`config.mk`:
```
export PLATFORM = sky130hd
export DESIGN_NAME = ps2_cmd_sequencer_flat
export DESIGN_NICKNAME = d
export VERILOG_FILES = /design/src/rtl/ps2_cmd_sequencer_pkg.sv /design/src/rtl/ps2_cmd_sequencer_if.sv /design/src/rtl/ps2_cmd_sequencer_timer.sv /design/src/rtl/ps2_cmd_sequencer.sv /design/src/flat_wrapper.sv
export SDC_FILE = /design/constraint.sdc
export NUM_CORES = 1
export LEC_CHECK = 0
export ABC_CLOCK_PERIOD_IN_PS = 5100
export BUFFER_PORTS_ARGS = -buffer_cell sky130_fd_sc_hd__buf_2
export CAP_MARGIN = 20
export CORE_MARGIN = 3
export CORE_UTILIZATION = 56
export DETAILED_ROUTE_END_ITERATION = 6
export HOLD_SLACK_MARGIN = 0.05
export PLACE_DENSITY = 0.78
export SLEW_MARGIN = 10
export SYNTH_ARGS = -nofsm -noshare
export SYNTH_HDL_FRONTEND = slang
export SYNTH_SLANG_ARGS = --single-unit
```
`constraint.sdc`:
```
create_clock -name CLOCK_50 -period 5.1 [get_ports CLOCK_50]
set_input_delay 1.02 -clock CLOCK_50 [delete_from_list [all_inputs] [get_ports CLOCK_50]]
set_output_delay 1.02 -clock CLOCK_50 [all_outputs]
set_load 0.005 [all_outputs]
```
`src/rtl/ps2_cmd_sequencer_pkg.sv`:
```
// Shared types and constants for the PS/2 host command sequencer.
// Optional build macro: PS2_SEQ_TYPEMATIC_EN (adds the set-typematic request).
package ps2_seq_pkg;

  typedef enum logic [2:0] {
    ST_IDLE,
    ST_SEND,
    ST_WAIT_TX,
    ST_WAIT_ACK,
    ST_WAIT_BAT,
    ST_FINISH,
    ST_FAIL
  } state_t;

  typedef enum logic [1:0] {
    ERR_NONE    = 2'd0,
    ERR_TX_FAIL = 2'd1,
    ERR_TIMEOUT = 2'd2,
    ERR_NAK     = 2'd3
  } err_t;

  localparam logic [7:0] CMD_SET_LED   = 8'hED;
  localparam logic [7:0] CMD_TYPEMATIC = 8'hF3;
  localparam logic [7:0] CMD_RESET     = 8'hFF;
  localparam logic [7:0] RSP_ACK       = 8'hFA;
  localparam logic [7:0] RSP_RESEND    = 8'hFE;
  localparam logic [7:0] RSP_BAT_OK    = 8'hAA;
  localparam logic [7:0] RSP_BAT_FAIL  = 8'hFC;

  // A timeout of N cycles is measured from the cycle that starts the wait to
  // the cycle the error pulse is visible. Three of those cycles are spent
  // outside the counter (load edge, expiry decision, registered FAIL output),
  // so the counter itself is loaded with N-3.
  function automatic int unsigned to_load(input int unsigned cyc);
    return (cyc > 3) ? (cyc - 3) : 0;
  endfunction

endpackage

```
`src/rtl/ps2_cmd_sequencer_if.sv`:
```
// Byte-level link between the sequencer and the PS2_Controller.
// Handshake: send_command is a one-cycle strobe qualifying the_command; the
// controller later answers with exactly one one-cycle pulse, command_was_sent
// or error_communication_timed_out. received_data is valid only in the cycle
// received_data_en is high; there is no back-pressure on either direction.
interface ps2_cmd_sequencer_if;
  logic [7:0] the_command;
  logic       send_command;
  logic       command_was_sent;
  logic       error_communication_timed_out;
  logic [7:0] received_data;
  logic       received_data_en;

  modport master (
    output the_command, send_command,
    input  command_was_sent, error_communication_timed_out,
    input  received_data, received_data_en
  );

  modport slave (
    input  the_command, send_command,
    output command_was_sent, error_communication_timed_out,
    output received_data, received_data_en
  );
endinterface

```
`src/rtl/ps2_cmd_sequencer_timer.sv`:
```
// Loadable down-counter used for the ACK and BAT waits; holds at zero.
module ps2_seq_timer #(
  parameter int W = 8
) (
  input  logic         i_clk,
  input  logic         i_rst,
  input  logic         i_load,
  input  logic [W-1:0] i_value,
  output logic         o_expired
);

  logic [W-1:0] r_count;

  // Load on request, otherwise count down and stick at zero.
  always_ff @(posedge i_clk) begin
    if (i_rst) begin
      r_count <= '0;
    end else if (i_load) begin
      r_count <= i_value;
    end else if (r_count != '0) begin
      r_count <= r_count - 1'b1;
    end
  end

  assign o_expired = (r_count == '0);

endmodule

```
`src/rtl/ps2_cmd_sequencer.sv`:
```
// Host-to-keyboard command sequencer: turns LED / reset requests into PS/2
// byte sequences, waits for ACK (retrying on RESEND) and for BAT after reset.
// Optional build macro: PS2_SEQ_TYPEMATIC_EN (typ_req/typ_val, sends 0xF3).
module ps2_cmd_sequencer
  import ps2_seq_pkg::*;
#(
  parameter int unsigned CLK_HZ    = 50_000_000,
  parameter int unsigned ACK_TO_MS = 20,
  parameter int unsigned BAT_TO_MS = 750,
  parameter int unsigned MAX_RETRY = 3
) (
  input  logic        CLOCK_50,
  input  logic        reset,
  input  logic        led_req,
  input  logic [2:0]  led_val,
  input  logic        rst_req,
`ifdef PS2_SEQ_TYPEMATIC_EN
  input  logic        typ_req,
  input  logic [7:0]  typ_val,
`endif
  ps2_cmd_sequencer_if.master ps2,
  output logic        busy,
  output logic        done,
  output logic        error,
  output logic [1:0]  err_code,
  output state_t      dbg_state
);

  localparam int unsigned ACK_TO_CYC = CLK_HZ / 1000 * ACK_TO_MS;
  localparam int unsigned BAT_TO_CYC = CLK_HZ / 1000 * BAT_TO_MS;
  localparam int unsigned TMR_MAX    = (ACK_TO_CYC > BAT_TO_CYC) ? ACK_TO_CYC : BAT_TO_CYC;
  localparam int          TMR_W      = $clog2(TMR_MAX + 1);
  localparam int          RW         = $clog2(MAX_RETRY + 2);
  localparam logic [TMR_W-1:0] ACK_LOAD    = TMR_W'(to_load(ACK_TO_CYC));
  localparam logic [TMR_W-1:0] BAT_LOAD    = TMR_W'(to_load(BAT_TO_CYC));
  localparam logic [RW-1:0]    MAX_RETRY_V = RW'(MAX_RETRY);

  state_t           r_state, w_state_next;
  logic [7:0]       r_cur, r_next;     // two-entry byte queue: current, pending
  logic             r_has_next;
  logic             r_is_rst;          // sequence is a keyboard reset: BAT follows
  logic [RW-1:0]    r_retry;
  err_t             r_pend_code;
  logic [7:0]       r_the_command;
  logic             r_send_command, r_busy, r_done, r_error;
  logic [1:0]       r_err_code;

  logic             w_req, w_accept, w_advance, w_retry_inc, w_set_fail;
  logic             w_tmr_load, w_tmr_expired;
  logic [TMR_W-1:0] w_tmr_val;
  err_t             w_fail_code;
  logic             w_rx_ack, w_rx_resend;

`ifdef PS2_SEQ_TYPEMATIC_EN
  assign w_req = rst_req | led_req | typ_req;
`else
  assign w_req = rst_req | led_req;
`endif
  assign w_rx_ack    = ps2.received_data_en && (ps2.received_data == RSP_ACK);
  assign w_rx_resend = ps2.received_data_en && (ps2.received_data == RSP_RESEND);

  ps2_seq_timer #(.W(TMR_W)) u_timer (
    .i_clk     (CLOCK_50),
    .i_rst     (reset),
    .i_load    (w_tmr_load),
    .i_value   (w_tmr_val),
    .o_expired (w_tmr_expired)
  );

  // State register.
  always_ff @(posedge CLOCK_50) begin
    if (reset) r_state <= ST_IDLE;
    else       r_state <= w_state_next;
  end

  // Next-state and per-cycle control decisions.
  always_comb begin
    w_state_next = r_state;
    w_accept     = 1'b0;
    w_advance    = 1'b0;
    w_retry_inc  = 1'b0;
    w_set_fail   = 1'b0;
    w_fail_code  = ERR_NONE;
    w_tmr_load   = 1'b0;
    w_tmr_val    = '0;
    case (r_state)
      ST_IDLE: begin
        if (w_req) begin
          w_accept     = 1'b1;
          w_state_next = ST_SEND;
        end
      end
      ST_SEND: w_state_next = ST_WAIT_TX;
      ST_WAIT_TX: begin
        if (ps2.error_communication_timed_out) begin
          w_set_fail  = 1'b1;
          w_fail_code = ERR_TX_FAIL;
        end else if (ps2.command_was_sent) begin
          w_tmr_load   = 1'b1;
          w_tmr_val    = ACK_LOAD;
          w_state_next = ST_WAIT_ACK;
        end
      end
      ST_WAIT_ACK: begin
        if (w_rx_ack) begin
          if (r_has_next) begin
            w_advance    = 1'b1;
            w_state_next = ST_SEND;
          end else if (r_is_rst) begin
            w_tmr_load   = 1'b1;
            w_tmr_val    = BAT_LOAD;
            w_state_next = ST_WAIT_BAT;
          end else begin
            w_state_next = ST_FINISH;
          end
        end else if (w_rx_resend) begin
          if (r_retry < MAX_RETRY_V) begin
            w_retry_inc  = 1'b1;
            w_state_next = ST_SEND;
          end else begin
            w_set_fail  = 1'b1;
            w_fail_code = ERR_NAK;
          end
        end else if (w_tmr_expired) begin
          w_set_fail  = 1'b1;
          w_fail_code = ERR_TIMEOUT;
        end
      end
      ST_WAIT_BAT: begin
        if (ps2.received_data_en && (ps2.received_data == RSP_BAT_OK)) begin
          w_state_next = ST_FINISH;
        end else if (ps2.received_data_en && (ps2.received_data == RSP_BAT_FAIL)) begin
          w_set_fail  = 1'b1;
          w_fail_code = ERR_NAK;
        end else if (w_tmr_expired) begin
          w_set_fail  = 1'b1;
          w_fail_code = ERR_TIMEOUT;
        end
      end
      ST_FINISH: w_state_next = ST_IDLE;
      ST_FAIL:   w_state_next = ST_IDLE;
      default:   w_state_next = ST_IDLE;
    endcase
    if (w_set_fail) w_state_next = ST_FAIL;
  end

  // Byte queue, retry counter and pending error code.
  always_ff @(posedge CLOCK_50) begin
    if (reset) begin
      r_cur       <= 8'h00;
      r_next      <= 8'h00;
      r_has_next  <= 1'b0;
      r_is_rst    <= 1'b0;
      r_retry     <= '0;
      r_pend_code <= ERR_NONE;
    end else begin
      if (w_accept) begin
        r_retry     <= '0;
        r_pend_code <= ERR_NONE;
        if (rst_req) begin
          r_cur      <= CMD_RESET;
          r_has_next <= 1'b0;
          r_is_rst   <= 1'b1;
        end else if (led_req) begin
          r_cur      <= CMD_SET_LED;
          r_next     <= {5'b0, led_val};
          r_has_next <= 1'b1;
          r_is_rst   <= 1'b0;
        end
`ifdef PS2_SEQ_TYPEMATIC_EN
        else begin
          r_cur      <= CMD_TYPEMATIC;
          r_next     <= typ_val;
          r_has_next <= 1'b1;
          r_is_rst   <= 1'b0;
        end
`endif
      end else if (w_advance) begin
        r_cur      <= r_next;
        r_has_next <= 1'b0;
        r_retry    <= '0;
      end else if (w_retry_inc) begin
        r_retry <= r_retry + 1'b1;
      end
      if (w_set_fail) r_pend_code <= w_fail_code;
    end
  end

  // Registered outputs, one cycle behind the state that produces them.
  always_ff @(posedge CLOCK_50) begin
    if (reset) begin
      r_the_command  <= 8'h00;
      r_send_command <= 1'b0;
      r_busy         <= 1'b0;
      r_done         <= 1'b0;
      r_error        <= 1'b0;
      r_err_code     <= 2'd0;
    end else begin
      r_send_command <= (r_state == ST_SEND);
      if (r_state == ST_SEND) r_the_command <= r_cur;
      r_done  <= (r_state == ST_FINISH);
      r_error <= (r_state == ST_FAIL);
      r_busy  <= (r_state != ST_IDLE) || w_accept;
      if (w_accept)                r_err_code <= 2'd0;
      else if (r_state == ST_FAIL) r_err_code <= r_pend_code;
    end
  end

  assign ps2.the_command  = r_the_command;
  assign ps2.send_command = r_send_command;
  assign busy             = r_busy;
  assign done             = r_done;
  assign error            = r_error;
  assign err_code         = r_err_code;
  assign dbg_state        = r_state;

endmodule

```
`src/flat_wrapper.sv`:
```
// flat-port wrapper written by rule: the top's interface ports become plain ports
module ps2_cmd_sequencer_flat import ps2_seq_pkg::*;
#(
  parameter int unsigned CLK_HZ    = 50_000_000,
  parameter int unsigned ACK_TO_MS = 20,
  parameter int unsigned BAT_TO_MS = 750,
  parameter int unsigned MAX_RETRY = 3
)
  (CLOCK_50, reset, led_req, led_val, rst_req, busy, done, error, err_code, dbg_state, ps2_the_command, ps2_send_command, ps2_command_was_sent, ps2_error_communication_timed_out, ps2_received_data, ps2_received_data_en);
  ps2_cmd_sequencer_if ps2_i ();
  input  logic CLOCK_50;
  input  logic reset;
  input  logic led_req;
  input  logic [2:0] led_val;
  input  logic rst_req;
  output logic busy;
  output logic done;
  output logic error;
  output logic [1:0] err_code;
  output state_t dbg_state;
  output wire logic [$bits(ps2_i.the_command)-1:0] ps2_the_command;
  output wire logic [$bits(ps2_i.send_command)-1:0] ps2_send_command;
  input wire logic [$bits(ps2_i.command_was_sent)-1:0] ps2_command_was_sent;
  input wire logic [$bits(ps2_i.error_communication_timed_out)-1:0] ps2_error_communication_timed_out;
  input wire logic [$bits(ps2_i.received_data)-1:0] ps2_received_data;
  input wire logic [$bits(ps2_i.received_data_en)-1:0] ps2_received_data_en;
  assign ps2_the_command = ps2_i.the_command;
  assign ps2_send_command = ps2_i.send_command;
  assign ps2_i.command_was_sent = ps2_command_was_sent;
  assign ps2_i.error_communication_timed_out = ps2_error_communication_timed_out;
  assign ps2_i.received_data = ps2_received_data;
  assign ps2_i.received_data_en = ps2_received_data_en;
  ps2_cmd_sequencer #(.CLK_HZ(CLK_HZ), .ACK_TO_MS(ACK_TO_MS), .BAT_TO_MS(BAT_TO_MS), .MAX_RETRY(MAX_RETRY)) u_core (.CLOCK_50(CLOCK_50), .reset(reset), .led_req(led_req), .led_val(led_val), .rst_req(rst_req), .ps2(ps2_i), .busy(busy), .done(done), .error(error), .err_code(err_code), .dbg_state(dbg_state));
endmodule
```
# [Yosys cells after proc, flatten, opt, wreduce, memory -nomap -nowiden]
# Cells that the tools add are included.
[op_classes] n_addsub=2 mul=0 div_mod_pow=0 order_cmp=1 eq_ne=23 shift=0 n_mux=62 bitwise_logic=2 reduce_logical=21
[op_table] cell="2-to-1 mux 26 bit" count=6
[op_table] cell="case mux 26 bit (2 select lines)" count=1
[op_table] cell="equality test 8 bit (second input constant)" count=4
[op_table] cell="2-to-1 mux 8 bit" count=4
[op_table] cell="2-to-1 mux 1 bit" count=29
[op_table] cell="2-to-1 mux 3 bit" count=9
[op_table] cell="logical NOT 26 bit" count=1
[op_table] cell="nonzero test 26 bit" count=1
[op_table] cell="subtractor 26 x 1 -> 26 bit (second input constant)" count=1
[op_table] cell="2-to-1 mux 20 bit" count=1
[op_table] cell="2-to-1 mux 2 bit" count=8
[op_table] cell="case mux 3 bit (5 select lines)" count=1
[op_table] cell="inequality test 3 x 1 -> 1 bit (second input constant)" count=4
[op_table] cell="AND reduction 6 bit" count=2
[op_table] cell="equality test 3 bit (second input constant)" count=3
[op_table] cell="inequality test 4 x 1 -> 1 bit (second input constant)" count=2
[op_table] cell="nonzero test 2 bit" count=4
[op_table] cell="equality test 3 x 2 -> 1 bit (second input constant)" count=2
[op_table] cell="inequality test 3 x 2 -> 1 bit (second input constant)" count=2
[op_table] cell="case mux 2 bit (3 select lines)" count=1
[op_table] cell="logical AND 1 bit" count=4
[op_table] cell="inequality test 2 x 1 -> 1 bit (second input constant)" count=2
[op_table] cell="inequality test 2 bit (second input constant)" count=2
[op_table] cell="AND reduction 2 bit" count=2
[op_table] cell="other kinds (14)" count=15
[word_totals] regBits=61 latch_bits=0 mem_bits_rw=0 romBits=0 in_bits=18 out_inout_bits=17 word_cells=126 mem_count=0

# [Logic depth before layout (Yosys ltp)]
# Gate-level depths: netlist of run 1.
[logic_depth] depth_word=7 mapped_depth=9 ltp_nobuf=8

# [Modules after synthesis]
# From an unflattened synthesis of run 1, not the netlist that was laid out.
[unflattened] hier_cells=339 hier_area_um2=2910.3
[modules_own_cells] mod="ps2_seq_timer" n_inst=1 cells_per_inst=187 area_each_um2=1521.5 seq_area_each_um2=520.5
[modules_own_cells] mod="ps2_cmd_sequencer" n_inst=1 cells_per_inst=152 area_each_um2=1388.8 seq_area_each_um2=580.6

# [Worst setup path after synthesis of run 1]
# No wires, ideal clock.
[synth_timing] kind="input to register" startpoint="input ps2_received_data_en" endpoint="register u_core.r_state[0] (netlist: u_core.dbg_state[0])" setup_ns=0.115 arrival_time_ns=2.398 required_ns=4.985 setup_slack_ns=2.586 path_stages=5 n_path_buf=0 cell_sequence="nand4_1 > or3b_2 > o41ai_1 > nor3_1 > and3_1"
[synth_via] elab_chain_cells=5 word_cells_on_any_way=16 cone_classes="eq/ne: 3; mux: 7; reduce/logical: 6"
[synth_lines] item="start: declaration" line_no="flat_wrapper.sv:26" rtl="input wire logic [$bits(ps2_i.received_data_en)-1:0] ps2_received_data_en;"
[synth_lines] item="logical AND 1 bit, on equally long branches" line_no="ps2_cmd_sequencer.sv:132, ps2_cmd_sequencer.sv:60"
[synth_lines] item="2-to-1 mux 1 bit, on equally long branches" line_no="ps2_cmd_sequencer.sv:132, ps2_cmd_sequencer.sv:116"
[synth_lines] item="2-to-1 mux 1 bit, on equally long branches" line_no="ps2_cmd_sequencer.sv:130, ps2_cmd_sequencer.sv:105"
[synth_lines] item="case mux 1 bit (3 select lines)" line_no="ps2_cmd_sequencer.sv:86" rtl="case (r_state)"
[synth_lines] item="OR reduction 2 bit (no source line)"
[synth_lines] item="end signal: assignment" line_no="ps2_cmd_sequencer.sv:73" rtl="else r_state <= w_state_next;"
[synth_lines] item="end: declaration" line_no="ps2_cmd_sequencer.sv:38" rtl="state_t r_state, w_state_next;"
# Several ways; a longest one is shown, not always the timed one.
# A chain may end at the register's enable or synchronous reset.

# [Worst setup path in the final report of run 1]
[layout_timing] startpoint="input ps2_received_data_en" endpoint="register u_core.u_timer.r_count[3]"
[layout_via] elab_chain_cells=4 word_cells_on_any_way=7 cone_classes="mux: 5; reduce/logical: 2"
[layout_lines] item="logical AND 1 bit *" line_no="ps2_cmd_sequencer.sv:59" rtl="assign w_rx_ack = ps2.received_data_en && (ps2.received_data == RSP_ACK);"
[layout_lines] item="2-to-1 mux 26 bit or 2-to-1 mux 1 bit (tied branches)" line_no="ps2_cmd_sequencer.sv:105" rtl="if (w_rx_ack) begin"
[layout_lines] item="case mux 26 bit (2 select lines) or case mux 1 bit (2 select lines) (tied branches)" line_no="ps2_cmd_sequencer.sv:86"
[layout_lines] item="2-to-1 mux 26 bit or nonzero test 2 bit (tied branches)"
[layout_lines] item="end signal: assignment" line_no="ps2_cmd_sequencer_timer.sv:19" rtl="r_count <= i_value;"
[layout_lines] item="end signal: assignment" line_no="ps2_cmd_sequencer_timer.sv:21" rtl="r_count <= r_count - 1'b1;"
[layout_lines] item="end: declaration" line_no="ps2_cmd_sequencer_timer.sv:12" rtl="logic [W-1:0] r_count;"
# Mark *: on every way between the ends. The rest lies on a longest branch, timed or not.

==> impl_metrics.toml, run 1 <==
[grt]
grt_pass1_vias = 2029
track_usage_pct = 21.0
overflow = 0
antenna_found_initial = 0
grt_pass1_wl_um = 9150
grt_max_degree = 48

[floorplan]
die-area_um2 = 5580
coreArea_um2 = 4440
io_pins = 35
initial_core_util_pct = 59.5
fp.dieW_um = 74.7
floorplan.die.height_um = 74.7
rows = 24

[clock_network]
cts_root_buf = "clkbuf_8"
cts_tree = "yes"
ctsResizeCount = 0
clock_sinks = 55
cts_buffers = 5
clk_latency_ps = 310
hold_buffers = 0
cts_setup_buffers = 0
htreeDepth = 2
cts.clk_slew.worst_paths_ps = 100
clk_path_buf_depth = 2

[sta]
final_max_slew_viol_count = 0
worst_slack_ps = 2420
period_needed_ps = 2680
tightest_slew_ps = 806
setup_viol = 0
fin_setup_tns_ps = 0
fin_crit_sh_pct = 52.6
finClkSkew_ps = 7.47
slew_headroom_pct = 46.2
fmax_mhz = 373
finalHoldViolCount = 0
rsz0062_at_grt = "no"

[status]
status = "complete, no violations"

[hold_path]
min_path_type = "flip-flop to flip-flop"

[synthesis]
synth-edff-count = 0
synth_commonest_cells = "dfxtp_1, nor2_1, nand2_1, a21oi_1, xor2_1"
yosysWarnings = 0
ys_types = 49
netlist_area_um2 = 2650
avgSynthCellArea_um2 = 8.64
synth_top_cell_by_area = "dfxtp_1"
synth.top_cell.area_share_pct = 41.6
synth_fp_nets = 326
yosysMostFrequentCell = "dfxtp_1"
synthFlopType = "dfxtp_1"
ys_top_cells_by_area = "dfxtp_1, xor2_1, nor2_1"
synthArstFlopShare_pct = 0
syn_inst = 306
synth-seq-cells = 55
ys_seq_area_share_pct = 41.6

[setup_path]
endpoint_kind = "flip-flop"
crit_fanout = 14
required_ps = 5340
rrSetupSlack_ps = 2530
arrival_ps = 2920
start_kind = "primary input"
crit_type = "primary input to flip-flop"

[power]
p_leak_uw = 0.00124
ir_drop_uv = 414
p_per_area_nw_per_um2 = 673

[drt]
viasPerCell = 5.72
wl_per_cell_um = 14.2
wl_um = 5490
drc = 0
drt_pass1_iterations = 5
dr_total_vias = 2209
drtIter0Drc = 146
ant_nets = 0

[layout]
antenna_cells = 0
nNetsFinal = 353
regArea_um2 = 1100
multi_input_area_um2 = 1460
stdcell_count = 386
drive_gt1_share_pct = 16.5
fillCellCount = 387
syn2layout_area_growth_pct = 10.9

[placed_design]
dp_hpwl_um = 4010
place.gp.congestion = 0.926
io_buffers = 34
pre_cts_ws_ps = 2130
dpl.cell_count = 378

[job]
maxCapViolations = 0
==> per-stage QoR <==
stage               util, %  instance area [um^2]  total power [uW]  hold slack [ps]
floorplan                 -                  2650              1480              432
global placement       63.4                  2820              1660              455
detailed placement     63.4                  2820              1680              461
CTS                    66.0                  2930              1980              481
global route           66.0                  2930              2130              496
finish                 66.0                  2930              1970              485
==> cell type report <==
cell class              count  area share (%)
flip-flops and latches     55            37.5
clock inverters             3            1.62
clock buffers               5            2.35
repair buffers             35            6.06
inverters                   5           0.640
multi-input cells         231            49.6
well taps                  52            2.22
==> state kept, by name, summed over array words and instances, names as in the netlist <==
signal,count
u_core.u_timer.r_count,26
u_core.r_retry,3
u_core.r_has_next,1
u_core.busy,1
u_core.done,1
u_core.r_next,3
u_core.err_code,2
u_core.r_cur,5
u_core.error,1
u_core.ps2.the_command,5
u_core.dbg_state,3
u_core.r_pend_code,2
u_core.ps2.send_command,1
u_core.r_is_rst,1
==> cell usage in the layout, fill, tap and decap left out, types with 3 or more instances in the layout <==
cell and instances:
nor2_1 36, nand2b_1 7, nor4_1 6, buf_2 34, or3_1 4, and2_1 3
a21oi_1 26, xnor2_1 6, or4_1 3, nor3_1 10, clkbuf_8 5, o21ai_0 8
nand4_1 3, mux2i_1 13, nand2_1 28, xor2_1 16, dfxtp_1 55, nor2b_1 4
a31oi_1 5, nand3_1 12, inv_1 5, o22ai_1 7
==> worst max-delay path: stages <==
cell and delay (ps):
buf_2 70, nand4_1 150, nor4b_1 540, and4b_1 300
nand2_1 300, and2_0 380, a21oi_1 160
==> routing by layer <==
| metal | routed length [um] | up-vias | share of wire (%) | GRT usage, % |
|---|---|---|---|---|
| met1 | 2580 | 1007 | 47 | 28.3 |
| met5 | 0 | - | 0 | 0 |
| met2 | 2490 | 55 | 45 | 34.0 |
| met3 | 359 | 8 | 6.5 | 4.94 |
| met4 | 61 | 0 | 1.1 | 5.53 |
| li1 | - | 1139 | - | - |
==> worst paths after layout <==
kind,cells past startpoint,from,end
hold / removal,2,u_core.r_retry[2],u_core.r_retry[2]
setup reg to reg,6,u_core.u_timer.r_count[3],u_core.u_timer.r_count[3]
setup / recovery,7,ps2_received_data_en,u_core.u_timer.r_count[3]
hold reg to reg,2,u_core.r_retry[2],u_core.r_retry[2]
==> cells by family (layout without fill, tap and decap cells) <==
logic type	Yosys count	after routing	share of synthesized area, %
multiplexers	14	14	5.35
AO/OA/AOI/OAI	57	57	13.9
flip-flops	55	55	41.6
AND/OR/NAND/NOR	136	136	27.6
XOR/XNOR	22	22	7.28
adder cells (fa/ha/maj)	2	2	0.946
buffers and inverters	20	48	3.36
==> report_power, final <==
| group | internal (uW) | switching (uW) | leakage (uW) |
|---|---|---|---|
| combinational | 416 | 583 | 0.000730 |
| clock | 149 | 147 | 0.0000587 |
| sequential | 558 | 121 | 0.000450 |
Note: power is estimated with default switching activity, not from simulation.
==> inputs of run 2 (changes only) <==
Settings changed: ABC_CLOCK_PERIOD_IN_PS 5100 to 2700.
Clock period 5.1 ns to 2.7 ns, I/O delays scaled along.
==> impl_metrics.toml, run 2 (synthesized netlist as in run 1, its figures left out) <==
[setup_path]
crit_fanout = 5
required_ps = 2890
crit_type = "flip-flop to flip-flop"
reg2regPathDepth = 7
start_kind = "flip-flop"
endpoint_kind = "flip-flop"
arrival_ps = 2470

[grt]
busiest_layer = "met2"
met3_usage_pct = 4.14
grt_pass1_vias = 2115
grt_max_degree = 29
track_usage_pct = 22.1
overflow = 0
grt_use_met2_pct = 33.4
antenna_found_initial = 0
gr-usage-met1_pct = 31.8
grt_pass1_wl_um = 9670

[layout]
nNetsFinal = 359
final_common_cell = "dfxtp_1"
fin_util_pct = 66.6
antenna_cells = 0
stdcell_count = 392
drive_gt1_share_pct = 17.9
fillCellCount = 390
regMostFlops = "u_core.u_timer.r_count"
mostFrequentLayoutCells = "dfxtp_1, nor2_1, buf_2"
regArea_um2 = 1100
largest_reg_flops = 26
multi_input_area_um2 = 1460
syn2layout_area_growth_pct = 11.8

[clock_network]
clk_path_buf_depth = 2
hold_buffers = 0
clock_sinks = 55
ctsResizeCount = 0
cts_root_buf = "clkbuf_8"
cts.clk_slew.worst_paths_ps = 100
cts_setup_buffers = 0
cts_buffers = 5
clk_latency_ps = 310
cts_tree = "yes"
htreeDepth = 2

[sta]
fmax_mhz = 438
period_needed_ps = 2280
fin_setup_tns_ps = 0
fin_crit_sh_pct = 84.5
finClkSkew_ps = 3.72
setup_viol = 0
slew_headroom_pct = 51.1
tightest_slew_ps = 725
finalHoldViolCount = 0
final_max_slew_viol_count = 0
rsz0062_at_grt = "no"

[floorplan]
fp.dieW_um = 74.7
io_pins = 35
coreArea_um2 = 4440
rows = 24
initial_core_util_pct = 59.5
die-area_um2 = 5580
floorplan.die.height_um = 74.7

[hold_path]
min_path_type = "primary input to flip-flop"
hold_depth = 3

[placed_design]
dpl.cell_count = 384
place.gp.congestion = 0.938
dp_hpwl_um = 4150
io_buffers = 34

[power]
pwr-share-comb_pct = 52.5
switchingPower_uw = 1630
clock_power_share_pct = 12.9
p_seq_share_pct = 34.7
ir_drop_uv = 543
p_leak_uw = 0.00126
swShare_pct = 43.8
power.internal_uw = 2090
p_per_area_nw_per_um2 = 1260

[drt]
viasPerCell = 5.85
drc = 0
wl_per_cell_um = 14.9
drtIter0Drc = 155
drt_pass1_iterations = 4
wl_um = 5850
dr_total_vias = 2292
ant_nets = 0

[status]
status = "complete, no violations"

[job]
maxCapViolations = 0
-- run 2: changes by cell type in the layout (fill, tap and decap cells not counted), sizes merged --
cell    change
inv         +1
bufinv      -1
buf         +6
-- run 2: per-layer routing --
metal	share of wire (%)	vias to the layer above
met1	49	1088
met5	0	-
met2	46	53
li1	-	1147
met3	4.7	4
met4	0.63	0
-- run 2: area by class of cell --
cell class | instances | area share [%]
multi-input combinational | 231 | 49.2
sequential | 55 | 37.2
timing repair buffer | 41 | 7.53
clock buffer | 5 | 2.33
tap | 52 | 2.20
clock inverter | 3 | 0.888
inverter | 5 | 0.635
-- run 2: worst paths after layout --
path,to,slack [ps],startpoint
worst max-delay path,u_core.u_timer.r_count[4],420,u_core.u_timer.r_count[3]
worst min-delay path,u_core.r_next[2],450,led_val[2]
worst max register to register,u_core.u_timer.r_count[4],420,u_core.u_timer.r_count[3]
worst min register to register,u_core.r_is_rst,480,u_core.r_is_rst
-- run 2: power groups by stage --
stage	registers [uW]	clock network, uW	logic, uW
final	1290	479	1950
after global routing	1320	526	2170
after CTS	1280	490	1940
after detailed placement	1300	0	1920
after global placement	1290	0	1900
after floorplan	1230	0	1570
-- run 2: worst max-delay path, stage by stage (launching register included) --
cell and delay [ps]:
dfxtp_1 360, or4_4 570, nor3_2 260, buf_4 200
and3_1 330, or3_1 180, xor2_1 180, a21oi_1 90
-- run 2: through the flow --
stage / power [uW] / instance area (um^2) / hold WS, ps / setup slack [ps]
floorplan: 2800 / 2650 / 432 / 644
global placement: 3190 / 2860 / 452 / 460
detailed placement: 3220 / 2860 / 467 / 311
CTS: 3710 / 2960 / 449 / 446
global route: 4020 / 2960 / 452 / 291
finish: 3720 / 2960 / 453 / 418
==> inputs of run 3 (changes only) <==
Settings changed: ABC_CLOCK_PERIOD_IN_PS 2700 to 2100.
Clock period 2.7 ns to 2.1 ns, I/O delays scaled along.
==> impl_metrics.toml, run 3 (synthesized netlist as in run 1, its figures left out) <==
[status]
status = "complete, but fails checks"
violations = "setup timing"

[grt]
track_usage_pct = 22.3
grt_pass1_wl_um = 9760
grt_max_degree = 23
overflow = 0
antenna_found_initial = 0
grt_pass1_vias = 2186

[sta]
hold_slack_ps = 325
fin_setup_tns_ps = -1.53
finClkSkew_ps = 9.23
fin_crit_sh_pct = 100
final_max_slew_viol_count = 0
fmax_mhz = 476
setup_viol = 1
worst_slack_ps = -1.53
finalHoldViolCount = 0
rsz0062_at_grt = "yes"
tightest_slew_ps = 500
period_needed_ps = 2100
slew_headroom_pct = 66.4

[layout]
largest_reg_flops = 26
mostFrequentLayoutCells = "dfxtp_1, nor2_1, buf_2"
stdcell_count = 414
syn2layout_area_growth_pct = 20.0
regMostFlops = "u_core.u_timer.r_count"
final_area_um2 = 3170
drive_gt1_share_pct = 25.1
antenna_cells = 0
final_common_cell = "dfxtp_1"
nNetsFinal = 381

[hold_path]
hold_start = "reset"
whs_endpoint = "u_core.dbg_state[1]"
hold_depth = 2
min_path_type = "primary input to flip-flop"

[clock_network]
clk_latency_ps = 320
cts_buffers = 5
clock_sinks = 55
cts_root_buf = "clkbuf_8"
clk_path_buf_depth = 2
hold_buffers = 0
htreeDepth = 2
cts.clk_slew.worst_paths_ps = 110
cts_tree = "yes"

[setup_path]
endpoint_kind = "flip-flop"
rrSetupSlack_ps = -2
worstReg2RegEnd = "u_core.u_timer.r_count[10]"
path_common_cell = "or3_4"
reg2regPathDepth = 6
required_ps = 2360
crit_path_top_delay_cell = "or4_4"
cpPeakStageDelay_ps = 560
crit_fanout = 5
arrival_ps = 2360
path_cells = "or4_4 > or3_4 > or3_4 > xor2_1 > o21a_1 > nor2_1"
crit_type = "flip-flop to flip-flop"
cp_top_family = "simple AND/OR/NAND/NOR gates"
r2r_start = "u_core.u_timer.r_count[4]"
crit_buf_inv = 0
start_kind = "flip-flop"

[drt]
viasPerCell = 5.78
ant_nets = 0
drtIter0Drc = 182
drt_pass1_iterations = 4
dr_total_vias = 2392
wl_per_cell_um = 14.4
wl_um = 5960
drc = 0

[power]
swShare_pct = 43.5
pwr-share-comb_pct = 57.1
p_seq_share_pct = 30.9
switchingPower_uw = 2280
p_leak_uw = 0.00137
p_per_area_nw_per_um2 = 1650
clock_power_share_pct = 12.0
power.internal_uw = 2960
ir_drop_uv = 1030
total_power_uw = 5240

[placed_design]
dp_hpwl_um = 4500
dpl.cell_count = 405
place_area_um2 = 3020
place.gp.congestion = 0.921
io_buffers = 34

[floorplan]
die-area_um2 = 5580
rows = 24
floorplan.die.height_um = 74.7
coreArea_um2 = 4440
initial_core_util_pct = 59.5
fp.dieW_um = 74.7
io_pins = 35

[job]
maxCapViolations = 0
run 3: area by class of cell:
type | instances | area [um^2]
clock buffer | 5 | 68.8
inverter | 5 | 18.8
multi-input combinational | 231 | 1500
clock inverter | 3 | 33.8
tap | 52 | 65.1
fill | 334 | 1270
timing repair buffer | 63 | 388
sequential | 55 | 1100
run 3: how the worst max path moves through the flow:
stage,start,endpoint,slack [ps],cells past startpoint
detailed placement,u_core.u_timer.r_count[3],u_core.u_timer.r_count[17],30,6
finish,u_core.u_timer.r_count[4],u_core.u_timer.r_count[10],-2,6
global placement,u_core.u_timer.r_count[3],u_core.u_timer.r_count[17],50,6
global route,u_core.u_timer.r_count[4],u_core.u_timer.r_count[10],-40,6
floorplan,u_core.u_timer.r_count[3],u_core.u_timer.r_count[3],40,7
CTS,u_core.u_timer.r_count[3],u_core.u_timer.r_count[10],10,6
run 3: routing by layer:
layer  track usage [%]  vias up  wire length, um
met5                 0        -                0
met4              8.89        0              107
met3              4.14       11              298
met2              35.0       69             2690
met1              30.5     1114             2860
li1                  -     1198                -
run 3: through the flow:
step                util [%]  setup slack, ps
floorplan                  -             43.8
global placement        68.0             51.5
detailed placement      68.0             32.3
CTS                     70.4             14.2
global route            71.4            -40.6
finish                  71.4            -1.53
run 3: timing repair:
action	4_1_cts	5_1_grt
gates resized for setup	0	11
buffers inserted	1	0
endpoints found under the setup margin	1	13
pin swaps	3	6
run 3: power by group through the flow:
stage	registers (uW)	logic (uW)	clock network (uW)
floorplan	1580	2020	0
finish	1620	2990	629
global route	1650	3290	670
global placement	1610	2730	0
CTS	1600	2830	638
detailed placement	1620	2800	0
